<file path="src/rtl/loader_pkg.sv">
// Shared types and constants for the program loader.
package loader_pkg;

    localparam int INSTR_W = 9;

    typedef enum logic [1:0] {
        IDLE = 2'd0,
        LOAD = 2'd1,
        RUN  = 2'd2,
        HALT = 2'd3
    } loader_state_t;

endpackage

</file>
<file path="src/rtl/sat_counter.sv">
// Up-counter with synchronous clear that sticks at all-ones instead of wrapping.
module sat_counter #(
    parameter int W = 32
) (
    input  logic         clk,
    input  logic         reset,
    input  logic         clear,
    input  logic         en,
    output logic [W-1:0] count
);

    // Count enabled cycles; clear has priority; hold once all-ones is reached.
    always_ff @(posedge clk or posedge reset) begin
        // NOTE: state registers use non-blocking assignments so every flop
        // samples pre-edge values, independent of statement order.
        if (reset) begin
            count <= '0;
        end else if (clear) begin
            count <= '0;
        end else if (en && (count != {W{1'b1}})) begin
            count <= count + W'(1);
        end
    end

endmodule

</file>
<file path="src/rtl/prog_loader.sv">
// Boot-time loader: streams machine-code words into instruction memory from
// address 0, holds the core in reset while loading, releases it to run, and
// counts core cycles until the core signals done.
module prog_loader
    import loader_pkg::*;
#(
    parameter int D  = 10,
    parameter int CW = 32
) (
    input  logic               clk,
    input  logic               reset,
    input  logic               start,
    input  logic               in_valid,
    input  logic [INSTR_W-1:0] in_data,
    input  logic               in_last,
    output logic               in_ready,
    output logic               imem_we,
    output logic [D-1:0]       imem_addr,
    output logic [INSTR_W-1:0] imem_wdata,
    output logic               core_reset,
    input  logic               core_done,
    output logic               busy,
    output logic               finished,
    output logic               err,
    output logic [D:0]         prog_len,
    output logic [CW-1:0]      cycles
);

    loader_state_t state;
    loader_state_t next_state;
    logic [D-1:0]  addr_cnt;

    // A new load begins from IDLE or HALT only; it clears all load results.
    logic load_start;
    // A word is taken only while loading.
    logic accept;
    // The current word lands on the last memory location.
    logic at_top;

    assign load_start = start && ((state == IDLE) || (state == HALT));
    assign accept     = (state == LOAD) && in_valid;
    assign at_top     = (addr_cnt == {D{1'b1}});

    // State register.
    always_ff @(posedge clk or posedge reset) begin
        if (reset) begin
            state <= IDLE;
        end else begin
            state <= next_state;
        end
    end

    // Next-state decode.
    always_comb begin
        // NOTE: default first so every path assigns next_state and no latch is inferred.
        next_state = state;
        unique case (state)
            IDLE: if (start) next_state = LOAD;
            LOAD: begin
                if (accept) begin
                    if (in_last) begin
                        next_state = RUN;
                    end else if (at_top) begin
                        next_state = IDLE;
                    end
                end
            end
            RUN:  if (core_done) next_state = HALT;
            HALT: if (start) next_state = LOAD;
            default: next_state = IDLE;
        endcase
    end

    // Write address, program length and sticky overflow flag.
    always_ff @(posedge clk or posedge reset) begin
        if (reset) begin
            addr_cnt <= '0;
            prog_len <= '0;
            err      <= 1'b0;
        end else if (load_start) begin
            addr_cnt <= '0;
            prog_len <= '0;
            err      <= 1'b0;
        end else if (accept) begin
            addr_cnt <= addr_cnt + D'(1);
            prog_len <= prog_len + (D+1)'(1);
            // A final word on the last location is a legal full-size program.
            if (!in_last && at_top) begin
                err <= 1'b1;
            end
        end
    end

    sat_counter #(
        .W (CW)
    ) u_cycles (
        .clk   (clk),
        .reset (reset),
        .clear (load_start),
        .en    (state == RUN),
        .count (cycles)
    );

    // Write port presents the word on the accepting cycle; zero latency.
    assign in_ready   = (state == LOAD);
    assign imem_we    = accept;
    assign imem_addr  = addr_cnt;
    assign imem_wdata = in_data;

    // Reset is ORed in so the core is held the instant reset rises.
    assign core_reset = reset || (state != RUN);
    assign busy       = (state == LOAD) || (state == RUN);
    assign finished   = (state == HALT);

endmodule

</file>
<file path="config.mk">
export PLATFORM = sky130hd
export DESIGN_NAME = prog_loader
export DESIGN_NICKNAME = d
export VERILOG_FILES = /design/src/rtl/loader_pkg.sv /design/src/rtl/sat_counter.sv /design/src/rtl/prog_loader.sv
export SDC_FILE = /design/constraint.sdc
export NUM_CORES = 1
export LEC_CHECK = 0
export ABC_AREA = 1
export CORE_AREA = 2 2 103 130
export CTS_BUF_LIST = sky130_fd_sc_hd__clkbuf_2 sky130_fd_sc_hd__clkbuf_4 sky130_fd_sc_hd__clkbuf_8
export CTS_CLUSTER_SIZE = 28
export DETAILED_ROUTE_END_ITERATION = 12
export DIE_AREA = 0 0 105 132
export DONT_BUFFER_PORTS = 1
export PLACE_DENSITY = 0.41
export SLEW_MARGIN = 30
export SYNTH_ARGS = -nofsm -noshare
export SYNTH_HDL_FRONTEND = slang
export SYNTH_SLANG_ARGS = --single-unit
</file>
<file path="constraint.sdc">
create_clock -name clk -period 2.25 [get_ports clk]
set_input_delay 0.45 -clock clk [delete_from_list [all_inputs] [get_ports clk]]
set_output_delay 0.45 -clock clk [all_outputs]
set_load 0.05 [all_outputs]
</file>
==> impl_metrics.yaml <==
yosys:
  synth_xor_area_share_pct: 1.89
  synth_edf_count: 0
  synth_top_cell_by_area: "dfrtp_1"
  synth_top_family_by_area: "simple AND/OR/NAND/NOR gates"
  synth_compound_area_share_pct: 9.24
  synth_top_cell_area_share_pct: 37.9
  synthAdderAreaFrac_pct: 2.37
  synth.area.mux_share_pct: 0.271
  ys_seq_elements: 56
  postSynthAreaPerCell_um2: 7.17
  synth.area.top_cells: "dfrtp_1 (38%), nand2_1 (17%), nor2_1 (6.1%), nand3_1 (5.8%), inv_1 (5.3%)"
  synth-simple-area-share_pct: 38.7
  synth_fp_nets: 538
  synth_cell_type_count: 40
  ys_async_sr_fraction_pct: 100
  syn_area_um2: 3700
  netlist_instances: 516
  yosys_warnings: 0
  synth_flop_cell: "dfrtp_1"
  ys_seq_area_share_pct: 37.9
routing:
  wl_mm: 10.6
  drc: 0
  drt-wirelength-per-cell_um: 14.5
  final_antenna_net_count: 0
  avgViaCountPerCell: 4.66
  vias: 3408
  drtPass1Iterations: 4
  drtIter0Drc: 130
sta:
  fmax_mhz: 490
  maxSlewHeadroom_pct: 49.8
  hold_viol_final: 0
  period_needed_ps: 2040
  finalClockSkew_ps: 6.06
  tns_ps: 0
  rsz0062_at_grt: "false"
  setup_viol: 0
  post-route-period-util_pct: 90.7
  report.final.slew_viol_count: 0
  worstMarginPinSlew_ps: 753
global_route:
  grt_max_degree: 57
  grt-ovfl-total: 0
  antenna_found_initial: 0
  grtUsageTotal_pct: 16.1
  grt_pass1_wl_mm: 17.8
  grt_pass1_vias: 3485
clock_network:
  clk_pin_slew_ps: 100
  clock_latency_ps: 320
  cts_made_buffers: 5
  cts_sinks: 56
  postCtsSetupRepairBufs: 0
  clock_path_buffers: 2
  htreeDepth: 2
  cts_tree: "built"
  root_buffer: "clkbuf_8"
cells_and_area:
  instances_no_fill: 732
  diodes: 0
  final_common_cell: "nand2_1"
  nets: 586
  final_cell_mix: "nand2_1 (163), nor2_1 (60), buf_4 (60), dfrtp_1 (56), inv_1 (51)"
  design_area_um2: 4330
  area_growth_pct: 17.0
  fin_util_pct: 34.5
  nFillCells: 1404
  layout-drive-gt1-share_pct: 18.6
critical_path:
  cp-end-kind: "output pin"
  critical_path_required_ps: 1800
  critical_path_class: "reg -> out"
  critPathMaxFanout: 11
  worstPathArrival_ps: 1590
  critPathLaunchType: "flip-flop"
floorplanning:
  io_pins: 83
  initial_core_util_pct: 29.5
  fp.dieW_um: 105
  die_h_um: 132
  fp.coreArea_um2: 12500
  rows: 46
  die_area_um2: 13900
placed_design:
  dpl.cell_count: 725
  placed_area_um2: 4230
  dp_hpwl_mm: 8.14
  portBuffers: 0
  gp_congestion: 0.816
flow_run:
  max_cap_viol_count: 0
power_and_ir_drop:
  leakage_uw: 0.00199
  power_uw: 3420
  ir_drop_mv: 0.338
  powerDensity_nw_per_um2: 790
hold_path:
  min_path_type: "in -> reg"
run_status:
  outcome: "finished clean"
[critical path, cell delays in order (launching register included)]
cell	delay [ps]
dfrtp_1	410
inv_1	80
ha_1	210
nand2_2	220
inv_1	170
buf_12	180
[kinds of logic after synthesis]
| family | Yosys count |
|---|---|
| multiplexers | 1 |
| AND/OR/NAND/NOR | 316 |
| flip-flops | 56 |
| XOR/XNOR | 8 |
| AO/OA/AOI/OAI | 55 |
| adder cells (fa/ha/maj) | 7 |
| buffers and inverters | 73 |
[per-stage QoR]
stage	hold slack, ps	worst slack [ps]
after floorplan	503	50.6
final	217	209
after global placement	491	348
after global routing	191	59.1
after detailed placement	510	327
after CTS	199	132
[flip-flops by register name (all words and copies together) (netlist names)]
register	flops
u_cycles.count	32
prog_len	11
imem_addr	10
state	2
err	1
[layer usage]
layer	routed length (um)	part of all wire (%)	global-route usage [%]
met5	0	0	0
met4	298	2.8	5.93
met3	512	4.8	4.25
met1	4320	41	18.0
met2	5510	52	29.1
[cell usage after synthesis (6+ instances only)]
cell,n
nand3_1,43
dfrtp_1,56
a21oi_1,10
ha_1,7
o21bai_1,6
nor2_2,7
o21ai_2,9
o21ai_1,6
nand3b_1,6
inv_1,52
nor2_1,60
o21ai_0,18
nand2_1,166
nor3_1,11
buf_4,9
[path summary, 6_finish.rpt]
check | start | endpoint | slack, ps | depth (start not counted)
max | state[1] | imem_we | 210 | 5
min | in_last | err | 220 | 1
max reg2reg | state[0] | err | 380 | 7
min reg2reg | prog_len[0] | prog_len[0] | 520 | 1
max in group asynchronous | reset | u_cycles.count[28] | 1500 | 2
min in group asynchronous | reset | state[0] | 260 | 2
[power by group]
part           switching (uW)  total (uW)  internal (uW)  leakage [uW]
Clock                     343         619            276     0.0000503
Combinational            1140        1550            411       0.00116
Sequential                137        1250           1110      0.000775
[area by class of cell]
type                    instances  area (um2)  share of cell area, %
inverters                      53         203                   4.68
repair buffers                 61         470                   10.9
multi-input cells             387        1950                   45.0
clock buffers                   7        96.3                   2.23
flip-flops and latches         56        1400                   32.4
well taps                     168         210                   4.86
[timing repair]
item	CTS	global route
gates resized for setup	1	0
setup endpoints to repair	1	0
hold buffers	0	0
Power figures use the tool's default switching activity.
==> RTL change, RTL diff (same flow settings) <==
Re-encode `loader_state_t` (4 states) as one-hot, 4 bits wide.
--- a/src/rtl/loader_pkg.sv
+++ b/src/rtl/loader_pkg.sv
@@ -3,11 +3,11 @@
 
     localparam int INSTR_W = 9;
 
-    typedef enum logic [1:0] {
-        IDLE = 2'd0,
-        LOAD = 2'd1,
-        RUN  = 2'd2,
-        HALT = 2'd3
+    typedef enum logic [3:0] {
+        IDLE = 4'b0001,
+        LOAD = 4'b0010,
+        RUN  = 4'b0100,
+        HALT = 4'b1000
     } loader_state_t;
 
 endpackage
Formal check against the unedited RTL: same outputs for any inputs over 10 cycles, from zero or initial values and one cycle with reset high; not proved beyond that.
==> RTL change against the unedited design <==
- total power down 15%
- wire length rose by 6.4%
- final area rose by 1.8%
- sequential power fell by 6%
- sequential cell count rose by 2
- area after synthesis up 0.74%
- worst setup slack lost 21 ps
- synthesized cell count grew 5.4%
- critical path depth unchanged
- critical path type unchanged
- largest power group is now registers
==> RTL change: results (changes against the unedited design) <==
# resized after CTS=0 (was 1); Fillers=1,403 (was 1,404); CP arrival=1610 ps (was 1590 ps); crit path max fanout=4 (was 11); n_diodes=0 (unchanged); initial core utilization=0.2970 (was 0.2948); status=finished clean (unchanged); Synth Warn #=0 (unchanged); DR vias=3,566 (was 3,408); routability cong.=0.8169 (was 0.8155); Detailed Route Iter0 Violations=170 (was 130); initial antenna violation count=0 (unchanged); gr usage total=0.1706 (was 0.1610); HPWL Detailed=8484 µm (was 8138 µm); maximum vdd drop=0.4148 mV (was 0.3377 mV); Slew HR=0.4754 (was 0.4977); largest net degree at the start of global routing=59 (was 57); DR pass1 iterations=4 (unchanged); Compound-Gate Fraction of Synth Area=0.06414 (was 0.09235); vias in the first global route=3,578 (was 3,485); register area share after synthesis=0.3899 (was 0.3789); mux cell area share after synthesis=0 (was 0.002706); Reg with most FFs=u_cycles.count (unchanged); sw frac=0.3886 (was 0.4749); crit-path leading delay family=simple AND/OR/NAND/NOR gates (was buffers and inverters); post-CTS setup repair buffer count=0 (unchanged); Routed Wire Length=11,310 µm (was 10,630 µm); Pleak=2.197 nW (was 1.986 nW); H-Tree Depth=3 (was 2); Synth cell types=28 (was 40); cts bufs inserted=9 (was 5); Largest register FFs=32 (unchanged); clock skew=9.004 ps (was 6.058 ps); Max stage delay on crit path=420 ps; Final nets=610 (was 586); Async SR Flop Fraction=1.000 (unchanged); layout cells sized above 1=0.1560 (was 0.1862); Reg clk slew, reported paths=70 ps (was 100 ps); I/O Buffers=0 (unchanged); dominant synthesized flop cell=dfrtp_1 (unchanged); clk root buf=clkbuf_8 (unchanged); first-pass GRT wire length=18,550 µm (was 17,770 µm); Post-synth top cells=nand2_1, nand3_1, nor2_1, inv_1, dfrtp_1 (was nand2_1, nor2_1, dfrtp_1, inv_1, nand3_1); post-synth net total=562 (was 538); largest cells by area after synthesis=dfrtp_1, nand2_1, nand3_1 (was dfrtp_1, nand2_1, nor2_1); worst min path class=in2reg (unchanged); Post-Synth Adder-Cell Area=0.01007 (was 0.02368); CTS Buffer Depth=2 (unchanged); Post-Synth XOR/XNOR Area=0.03291 (was 0.01894); clock latency at the later pin of the worst-skew pair=340 ps (was 320 ps)
-- RTL change: path summary, 6_finish.rpt --
| path | from | end | slack (ps) | cells after the start |
|---|---|---|---|---|
| setup / recovery | state[1] | core_reset | 190 | 5 |
| min in group asynchronous | reset | imem_addr[4] | 260 | 2 |
| hold reg to reg | state[0] | state[0] | 490 | 2 |
| hold / removal | in_last | state[2] | 230 | 2 |
| setup reg to reg | state[3] | imem_addr[7] | 430 | 9 |
| max in group asynchronous | reset | u_cycles.count[22] | 1480 | 2 |
-- RTL change: power by group through the flow --
stage                     clock network [W]  registers, W  logic (W)
after floorplan                           0       0.00134   0.000480
after global placement                    0       0.00118   0.000833
after detailed placement                  0       0.00118   0.000841
after CTS                          0.000943       0.00117   0.000842
after global routing                0.00100       0.00117   0.000920
final                              0.000905       0.00117   0.000824
-- RTL change: layout make-up --
class                   count  area share
multi-input cells         403      0.4299
flip-flops and latches     58      0.3296
well taps                 168     0.04770
clock buffers              12     0.03606
inverters                  61     0.05281
repair buffers             59      0.1005
clock inverters             3    0.003407
-- RTL change: stage by stage --
| stage | area, µm² | hold slack, ps | worst slack, ps | util | instances |
|---|---|---|---|---|---|
| after global placement | 4233 | 481.2 | 422.4 | 0.3374 | 749 |
| after floorplan | 3732 | 455.6 | 4.867 | - | 544 |
| after CTS | 4407 | 212.3 | 111.2 | 0.3512 | 764 |
| after global routing | 4407 | 230.5 | 42.76 | 0.3512 | 764 |
| final | 4407 | 230.7 | 188.6 | 0.3512 | 764 |
| after detailed placement | 4233 | 482.7 | 398.2 | 0.3374 | 749 |
-- RTL change: layer usage --
layer  up-vias  part of all wire  global-route usage
met4         0             0.011             0.06815
met2        80              0.53              0.3023
li1       1816                 -                   -
met1      1661              0.41              0.1983
met5         -                 0                   0
met3         9             0.047             0.03757
